File: src/rtl/mult_pkg.sv
// Shared definitions for the sequential 8x8 multiplier host-side driver:
// datapath widths, default timeout settings and the driver state encoding.
package mult_pkg;

    // Datapath widths of the multiplier interface.
    localparam int OP_W   = 8;
    localparam int PROD_W = 16;

    // Default timeout: cycles allowed from the start pulse until done.
    localparam int DEF_TIMEOUT_CYCLES = 16;
    localparam int DEF_CNT_W          = 8;

    // Driver FSM state encoding. Plain constants keep the encoding stable
    // for older tools and for checkers that bind on the raw state value.
    typedef logic [2:0] drv_state_t;

    localparam drv_state_t ST_IDLE   = 3'd0;
    localparam drv_state_t ST_LAUNCH = 3'd1;
    localparam drv_state_t ST_WAIT   = 3'd2;
    localparam drv_state_t ST_GAP    = 3'd3;
    localparam drv_state_t ST_HOLD   = 3'd4;

    // Value the timeout counter must reach to declare a hung multiplier.
    // The counter starts at zero in the first WAIT cycle, so the last
    // permitted WAIT cycle sees TIMEOUT_CYCLES-1.
    function automatic int timeout_tc(input int timeout_cycles);
        return timeout_cycles - 1;
    endfunction

endpackage : mult_pkg

File: src/rtl/mult_timeout_cnt.sv
// Clear/enable counter that saturates at its terminal count. Used by the
// driver to bound how long it waits for done from the multiplier.
module mult_timeout_cnt #(
    parameter int CNT_W    = 8,
    parameter int TC_VALUE = 15
) (
    input  logic clk,
    input  logic reset_a,
    input  logic clr,
    input  logic en,
    output logic tc
);

    localparam logic [CNT_W-1:0] TC_CNT = CNT_W'(TC_VALUE);

    logic [CNT_W-1:0] cnt;

    // Count while enabled; clear has priority; hold at terminal count so the
    // value never wraps back into the legal waiting range.
    always_ff @(posedge clk) begin
        if (reset_a) begin
            cnt <= '0;
        end else if (clr) begin
            cnt <= '0;
        end else if (en && (cnt != TC_CNT)) begin
            cnt <= cnt + 1'b1;
        end
    end

    // Terminal-count flag, valid in the same cycle the count is reached.
    always_comb begin
        tc = (cnt == TC_CNT);
    end

endmodule : mult_timeout_cnt

File: src/rtl/mult_seq_driver.sv
// Host-side requester for the sequential 8x8 multiplier. Accepts an operand
// pair, drives it onto the multiplier datapath, issues a one-cycle start
// pulse, waits for done (bounded by a timeout), and returns the product.
//
// Handshakes: a transfer happens on a rising clk edge where valid and ready
// are both 1. op_ready is 1 only in IDLE (no operand buffering). res_valid
// is 1 only in HOLD, and result/res_err stay constant until the transfer.
module mult_seq_driver
    import mult_pkg::*;
#(
    parameter int TIMEOUT_CYCLES = DEF_TIMEOUT_CYCLES,
    parameter int CNT_W          = DEF_CNT_W
) (
    input  logic              clk,
    input  logic              reset_a,
    input  logic              op_valid,
    output logic              op_ready,
    input  logic [OP_W-1:0]   op_a,
    input  logic [OP_W-1:0]   op_b,
    output logic [OP_W-1:0]   dataa,
    output logic [OP_W-1:0]   datab,
    output logic              start,
    input  logic              done,
    input  logic [PROD_W-1:0] product,
    output logic              res_valid,
    input  logic              res_ready,
    output logic [PROD_W-1:0] result,
    output logic              res_err,
    output logic              busy,
    output logic              proto_err
);

    drv_state_t state;
    drv_state_t state_next;

    logic accept;
    logic cnt_clr;
    logic cnt_en;
    logic tc;

    // Timeout counter: cleared in LAUNCH, counts every WAIT cycle.
    mult_timeout_cnt #(
        .CNT_W    (CNT_W),
        .TC_VALUE (timeout_tc(TIMEOUT_CYCLES))
    ) u_timeout_cnt (
        .clk     (clk),
        .reset_a (reset_a),
        .clr     (cnt_clr),
        .en      (cnt_en),
        .tc      (tc)
    );

    // Moore outputs decoded from the registered state, so start can never
    // stay high for two cycles and reset removes it at the next edge.
    always_comb begin
        op_ready  = (state == ST_IDLE);
        start     = (state == ST_LAUNCH);
        res_valid = (state == ST_HOLD);
        busy      = (state != ST_IDLE);
        accept    = op_valid && (state == ST_IDLE);
        cnt_clr   = (state == ST_LAUNCH);
        cnt_en    = (state == ST_WAIT);
    end

    // Next-state logic; done beats timeout when both occur together.
    always_comb begin
        state_next = state;
        case (state)
            ST_IDLE:   if (accept) state_next = ST_LAUNCH;
            ST_LAUNCH: state_next = ST_WAIT;
            ST_WAIT:   if (done || tc) state_next = ST_GAP;
            ST_GAP:    state_next = ST_HOLD;
            ST_HOLD:   if (res_ready) state_next = ST_IDLE;
            default:   state_next = ST_IDLE;
        endcase
    end

    // State register.
    always_ff @(posedge clk) begin
        if (reset_a) begin
            state <= ST_IDLE;
        end else begin
            state <= state_next;
        end
    end

    // Operand registers: loaded only on accept, so they stay stable from
    // LAUNCH until the result has been taken.
    always_ff @(posedge clk) begin
        if (reset_a) begin
            dataa <= '0;
            datab <= '0;
        end else if (accept) begin
            dataa <= op_a;
            datab <= op_b;
        end
    end

    // Result capture at the end of WAIT: product on done, zero with the
    // error flag on timeout.
    always_ff @(posedge clk) begin
        if (reset_a) begin
            result  <= '0;
            res_err <= 1'b0;
        end else if (state == ST_WAIT) begin
            if (done) begin
                result  <= product;
                res_err <= 1'b0;
            end else if (tc) begin
                result  <= '0;
                res_err <= 1'b1;
            end
        end
    end

    // Sticky protocol error: done is only legal while waiting for it.
    always_ff @(posedge clk) begin
        if (reset_a) begin
            proto_err <= 1'b0;
        end else if (done && (state != ST_WAIT)) begin
            proto_err <= 1'b1;
        end
    end

endmodule : mult_seq_driver

File: config.mk
export PLATFORM = sky130hd
export DESIGN_NAME = mult_seq_driver
export DESIGN_NICKNAME = d
export VERILOG_FILES = /design/src/rtl/mult_pkg.sv /design/src/rtl/mult_timeout_cnt.sv /design/src/rtl/mult_seq_driver.sv
export SDC_FILE = /design/constraint.sdc
export NUM_CORES = 1
export LEC_CHECK = 0
export CAP_MARGIN = 0
export CORE_ASPECT_RATIO = 0.5
export CORE_MARGIN = 4
export CORE_UTILIZATION = 41
export CTS_BUF_LIST = sky130_fd_sc_hd__clkbuf_4 sky130_fd_sc_hd__clkbuf_8
export DETAILED_ROUTE_END_ITERATION = 10
export PLACE_DENSITY = 0.78
export SYNTH_ARGS = -nofsm -noshare
export SYNTH_HDL_FRONTEND = slang
export SYNTH_SLANG_ARGS = --single-unit
File: constraint.sdc
create_clock -name clk -period 1.6 [get_ports clk]
set_input_delay 0.16 -clock clk [delete_from_list [all_inputs] [get_ports clk]]
set_output_delay 0.16 -clock clk [all_outputs]
set_load 0.01 [all_outputs]
# Word-level counts from Yosys, hierarchy flattened

Index checks and enable logic that the tools add are counted.

Bits in writable memories: 0
Output and inout bits: 38
Word-level logic and storage cells: 36
Latch bits: 0
Memory bits (read-only): 0
Memories: 0
Flip-flop bits (word level): 45
Input bits: 37

Multipliers: 0
Divide/modulo/power cells: 0
Bitwise logic cells: 0
Equal/unequal tests: 10
Muxes and demuxes: 8
Add/subtract/negate cells: 1
Magnitude comparators: 0
Reductions and logical operators: 10
Shift operators: 0

Operators with widths:

| kind                                                | count |
|---|---|
| 2-to-1 mux 16 bit                                   | 2 |
| one-hot mux 3 bit (5 select lines)                  | 1 |
| 2-to-1 mux 3 bit                                    | 3 |
| adder 8 x 1 -> 8 bit, second input constant         | 1 |
| equality test 8 x 4 -> 1 bit, second input constant | 1 |
| != test 8 x 4 -> 1 bit, second input constant       | 1 |
| equality test 3 x 2 -> 1 bit, second input constant | 2 |
| != test 2 x 1 -> 1 bit, second input constant       | 2 |
| equality test 3 x 1 -> 1 bit, second input constant | 1 |
| equality test 3 bit, second input constant          | 1 |
| logical AND 1 bit                                   | 3 |
| zero test 3 bit                                     | 1 |
| != test 3 x 2 -> 1 bit, second input constant       | 1 |
| AND reduction 3 bit                                 | 1 |
| nonzero test 3 bit                                  | 1 |
| 2-to-1 mux 1 bit                                    | 2 |
| != test 2 bit, second input constant                | 1 |
| AND reduction 2 bit                                 | 1 |
| nonzero test 2 bit                                  | 1 |
| OR reduction 2 bit                                  | 1 |
| logical OR 1 bit                                    | 1 |

# Depth between registers and ports, before layout

Word-level depth: 4
Mapped depth: 6
Gate-level depth less buffers: 4

# Cells and area by module

From an unflattened synthesis, not the netlist that was laid out.

Cell total of the unflattened synthesis: 186
Area, all modules: 1816.7 um^2

Modules (own cells, without submodules):

| module           | area an instance (um^2) | instances | cells each | sequential area each (um^2) |
|---|---|---|---|---|
| mult_seq_driver  | 1337.5                  | 1         | 135        | 740.7 |
| mult_timeout_cnt | 479.2                   | 1         | 51         | 160.2 |

# Least setup slack after synthesis

Ideal clock, no wire load.

Path type: reg-to-reg
Start: register state[0]
End: register u_timeout_cnt.cnt[6]
Clock period less this slack: 1614 ps
Arrival time: 1544 ps
Cell stages (with the launch flop): 6
Slack: -14 ps
Setup time: 70 ps
Path buffers: 2
Required time: 1530 ps
Cell sequence: dfxtp_1 -> buf_2 -> or3b_1 -> buf_2 -> or4_1 -> a21oi_1

Word-level cells in the longest chain between the ends: 2
Elaborated cells on any way between the ends: 4
Those cells by class: eq/ne (2); reduce/logical (2)

Ends and longest elaborated chain:

| item                                                                         | line                                         | text |
|---|---|---|
| start, declared                                                              | mult_seq_driver.sv:33                        | `drv_state_t state;` |
| start signal, assigned                                                       | mult_seq_driver.sv:83                        | `state <= state_next;` |
| equality test 3 x 1 -> 1 bit or equality test 3 x 2 -> 1 bit (tied branches) | mult_seq_driver.sv:61, mult_seq_driver.sv:62 |  |
| OR reduction 2 bit (no source line) or logical AND 1 bit (tied branches)     | -                                            |  |
| end signal, assigned                                                         | mult_timeout_cnt.sv:26                       | `cnt <= cnt + 1'b1;` |
| end, declared                                                                | mult_timeout_cnt.sv:16                       | `logic [CNT_W-1:0] cnt;` |

Parallel ways exist; a longest one is shown, timed or not.
A chain may end at the register's enable or synchronous reset.

# Worst setup path after layout

Start: register state[1]
End: output port op_ready

Word-level cells in the longest chain between the ends: 1

Ends and longest elaborated chain:

| item            | line                  | text |
|---|---|---|
| zero test 3 bit | mult_seq_driver.sv:56 | `op_ready = (state == ST_IDLE);` |
| end, declared   | mult_seq_driver.sv:17 | `output logic op_ready,` |

No other way between the ends.

==> flow_summary_export.csv <==
group,metric,value,unit
hold_path,min_to,"datab[4]",
place,port_buffers,74,
sta,post-route-period-util,99.2,%
synthesis,synth_nets,280,
clocking,htreeDepth,2,
route,viasPerCell,5.43,
sta,min_period,1.59,ns
place,gp_congestion,0.793,
final_layout,num-nets-final,357,
synthesis,yosysSeqAreaShare,44.5,%
power_and_ir_drop,vdd_drop_max,0.405,mV
synthesis,synth_enable_flop_cells,0,
sta,fin_worst_skew,0.00555,ns
worst_setup_path,reg2regPathDepth,3,
sta,setup_violations,0,
worst_setup_path,cp_slowest_cell,"or3_1",
worst_setup_path,critPathCaptureType,"primary output",
final_layout,area_growth,51.0,%
worst_setup_path,path_buf_inv,3,
final_layout,final_util,66.8,%
final_layout,antennaDiodeCount,0,
synthesis,synth.top_cell.area_share,44.5,%
status,status,"finished, final reports clean",
synthesis,syn_avg_cell_area,8.36,um^2
route,vias,2089,
power_and_ir_drop,p_total,2.66,mW
grt,grt_pass1_wl,9400,um
floorplan,die_height,57.7,um
synthesis,yosys_most_used_dff,"dfxtp_1",
hold_path,min_from,"op_b[4]",
worst_setup_path,r2r_slack,0.02,ns
floorplan,rows,17,
floorplan,pin_count,75,
clocking,cts_max_path_buffers,2,
route,wl,5800,um
worst_setup_path,timing.rr.start,"state[2]",
place,dp_hpwl,3920,um
grt,antenna_found_initial,0,
sta,maxSlewViolCount,0,
clocking,cts_sinks,45,
synthesis,ys_ff_latch,45,
worst_setup_path,crit_arrival,1.43,ns
floorplan,core_area,0.00457,mm^2
clocking,cts_tree,"built",
route,routedWlPerCell,15.1,um
sta,slew_headroom,81.4,%
worst_setup_path,crit_path_max_fanout,8,
synthesis,synthTopCellsByArea,"dfxtp_1 (45%), nand2_1 (9.6%), a32oi_1 (6.9%)",
place,preCtsSetupSlack,-0.0982,ns
power_and_ir_drop,leakage,1.15,nW
hold_path,whs_path_depth,3,
worst_setup_path,crit_path_start_kind,"flip-flop",
route,drt_iter0_markers,100,
grt,grt_use_total,19.0,%
worst_setup_path,critPathMaxStageDelay,0.36,ns
synthesis,synth_cell_types,35,
clocking,clock-root-buffer,"clkbuf_8",
route,antenna_left,0,
worst_setup_path,r2r_end,"u_timeout_cnt.cnt[6]",
route,drc,0,
final_layout,fillers,381,
sta,rsz0062_at_grt,"true",
route,drt-pass1-iter-count,4,
floorplan,die_area,0.00619,mm^2
grt,grt_max_degree,38,
worst_setup_path,path_cells,"buf_4 > or3_1 > inv_1 > clkdlybuf4s15_2",
clocking,clk_pin_slew,0.08,ns
synthesis,netlist_area,0.00202,mm^2
sta,tightest_slew,0.276,ns
synthesis,synthTopCellsByCount,"nand2_1 (52), dfxtp_1 (45), a21oi_1 (24)",
floorplan,initial_core_util,44.2,%
clocking,cts_setup_buffers,0,
clocking,clock_latency,0.30,ns
sta,timing.fmax,630,MHz
synthesis,synth.largest_area_cell,"dfxtp_1",
worst_setup_path,required,1.44,ns
sta,hold_slack,0.401,ns
synthesis,syn_inst,242,
worst_setup_path,critPathTopFamily,"buffers and inverters",
synthesis,yosysWarnings,0,
run,maxCapViolations,0,
synthesis,async_flop_share,0,%
worst_setup_path,crit_type,"flip-flop to primary output",
sta,setup_slack,0.0128,ns
final_layout,drive_gt1_share,14.4,%
floorplan,die_w,107,um
grt,overflow,0,
synthesis,synth_most_common_cell,"nand2_1",
hold_path,hold_class,"primary input to flip-flop",
clocking,cts_buffers,5,
sta,finalHoldViolCount,0,
clocking,cts.hold.buffers_added,0,
grt,grt_pass1_vias,2021,
power_and_ir_drop,power.density,871,mW/mm^2
flip-flops by register name, summed over array words and instances, names as in the netlist:
signal,count
datab,8
u_timeout_cnt.cnt,8
res_err,1
proto_err,1
dataa,8
result,16
state,3
final cells by class:
cell class	instances	area, um^2	share of cell area, %
multi-input cells	169	1050	34.4
flip-flops and latches	45	910	29.8
repair buffers	93	902	29.5
clock buffers	7	90.1	2.95
well taps	66	82.6	2.70
inverters	5	18.8	0.614
worst min-delay path, stage by stage:
cell and delay [ns]:
clkdlybuf4s50_1 0.40, nand2_1 0.05, a21oi_1 0.05
placed cells by master (no fill, tap or decap), types with 2 or more instances in the layout:
| cell type | n |
|---|---|
| inv_1 | 3 |
| dfxtp_1 | 42 |
| a211oi_1 | 3 |
| nand3b_1 | 4 |
| nor3_1 | 3 |
| dfxtp_4 | 2 |
| o21ai_0 | 2 |
| or4_4 | 2 |
| buf_12 | 2 |
| or4_1 | 2 |
| nor3b_1 | 2 |
| o211ai_1 | 16 |
| a21oi_2 | 3 |
| clkinv_1 | 2 |
| nand2_1 | 52 |
| clkbuf_8 | 6 |
| clkbuf_2 | 2 |
| a32oi_1 | 16 |
| mux2i_1 | 4 |
| clkdlybuf4s50_1 | 70 |
| nor2b_1 | 16 |
| buf_4 | 16 |
| nand3_1 | 6 |
| a21oi_1 | 21 |
| o31ai_2 | 2 |
where the power goes:
part	total, mW	internal [mW]	switching (mW)
sequential	1.25	1.20	0.0466
combinational	0.678	0.368	0.310
clock	0.732	0.360	0.372
total	2.66	1.93	0.728
routing by layer:
| layer | vias up | routed length (um) | GRT usage, % |
|---|---|---|---|
| met5 | - | 0 | 0 |
| met4 | 0 | 78 | 6.12 |
| met3 | 10 | 376 | 4.78 |
| met2 | 80 | 2950 | 34.5 |
| met1 | 981 | 2400 | 22.4 |
| li1 | 1018 | - | - |
metrics by stage:
| stage | setup TNS (ns) | cell area [um^2] | cells |
|---|---|---|---|
| floorplan | -0.0135 | 2040 | 242 |
| global placement | -1.02 | 2920 | 378 |
| detailed placement | -1.44 | 2920 | 378 |
| CTS | 0 | 3030 | 385 |
| global route | -0.201 | 3060 | 385 |
| finish | 0 | 3060 | 385 |
worst max-delay path by stage:
stage	start	endpoint	slack, ns	cells after the start
floorplan	state[2]	u_timeout_cnt.cnt[6]	-0.01	5
global placement	op_valid	datab[3]	-0.07	5
detailed placement	op_valid	datab[2]	-0.1	5
CTS	state[1]	op_ready	0.003	4
global route	state[1]	op_ready	-0.04	4
finish	state[1]	op_ready	0.01	4
kinds of logic (layout without fill, tap and decap cells):
kind of cell | after synthesis | count (layout) | synth area share [%]
compound gates | 64 | 64 | 21.5
xor+xnor | 1 | 1 | 0.433
fa+ha+maj | 1 | 1 | 0.618
buf+inv | 28 | 105 | 5.88
flops | 45 | 45 | 44.5
mux | 4 | 4 | 1.98
simple gates | 99 | 99 | 25.1
repair_timing:
action | in CTS | in global routing
pin swaps | 0 | 3
setup endpoints to repair | 10 | 26
gates resized for setup | 16 | 10
hold endpoints to repair | 0 | 0
No activity file was read; power rests on OpenSTA's default activity.
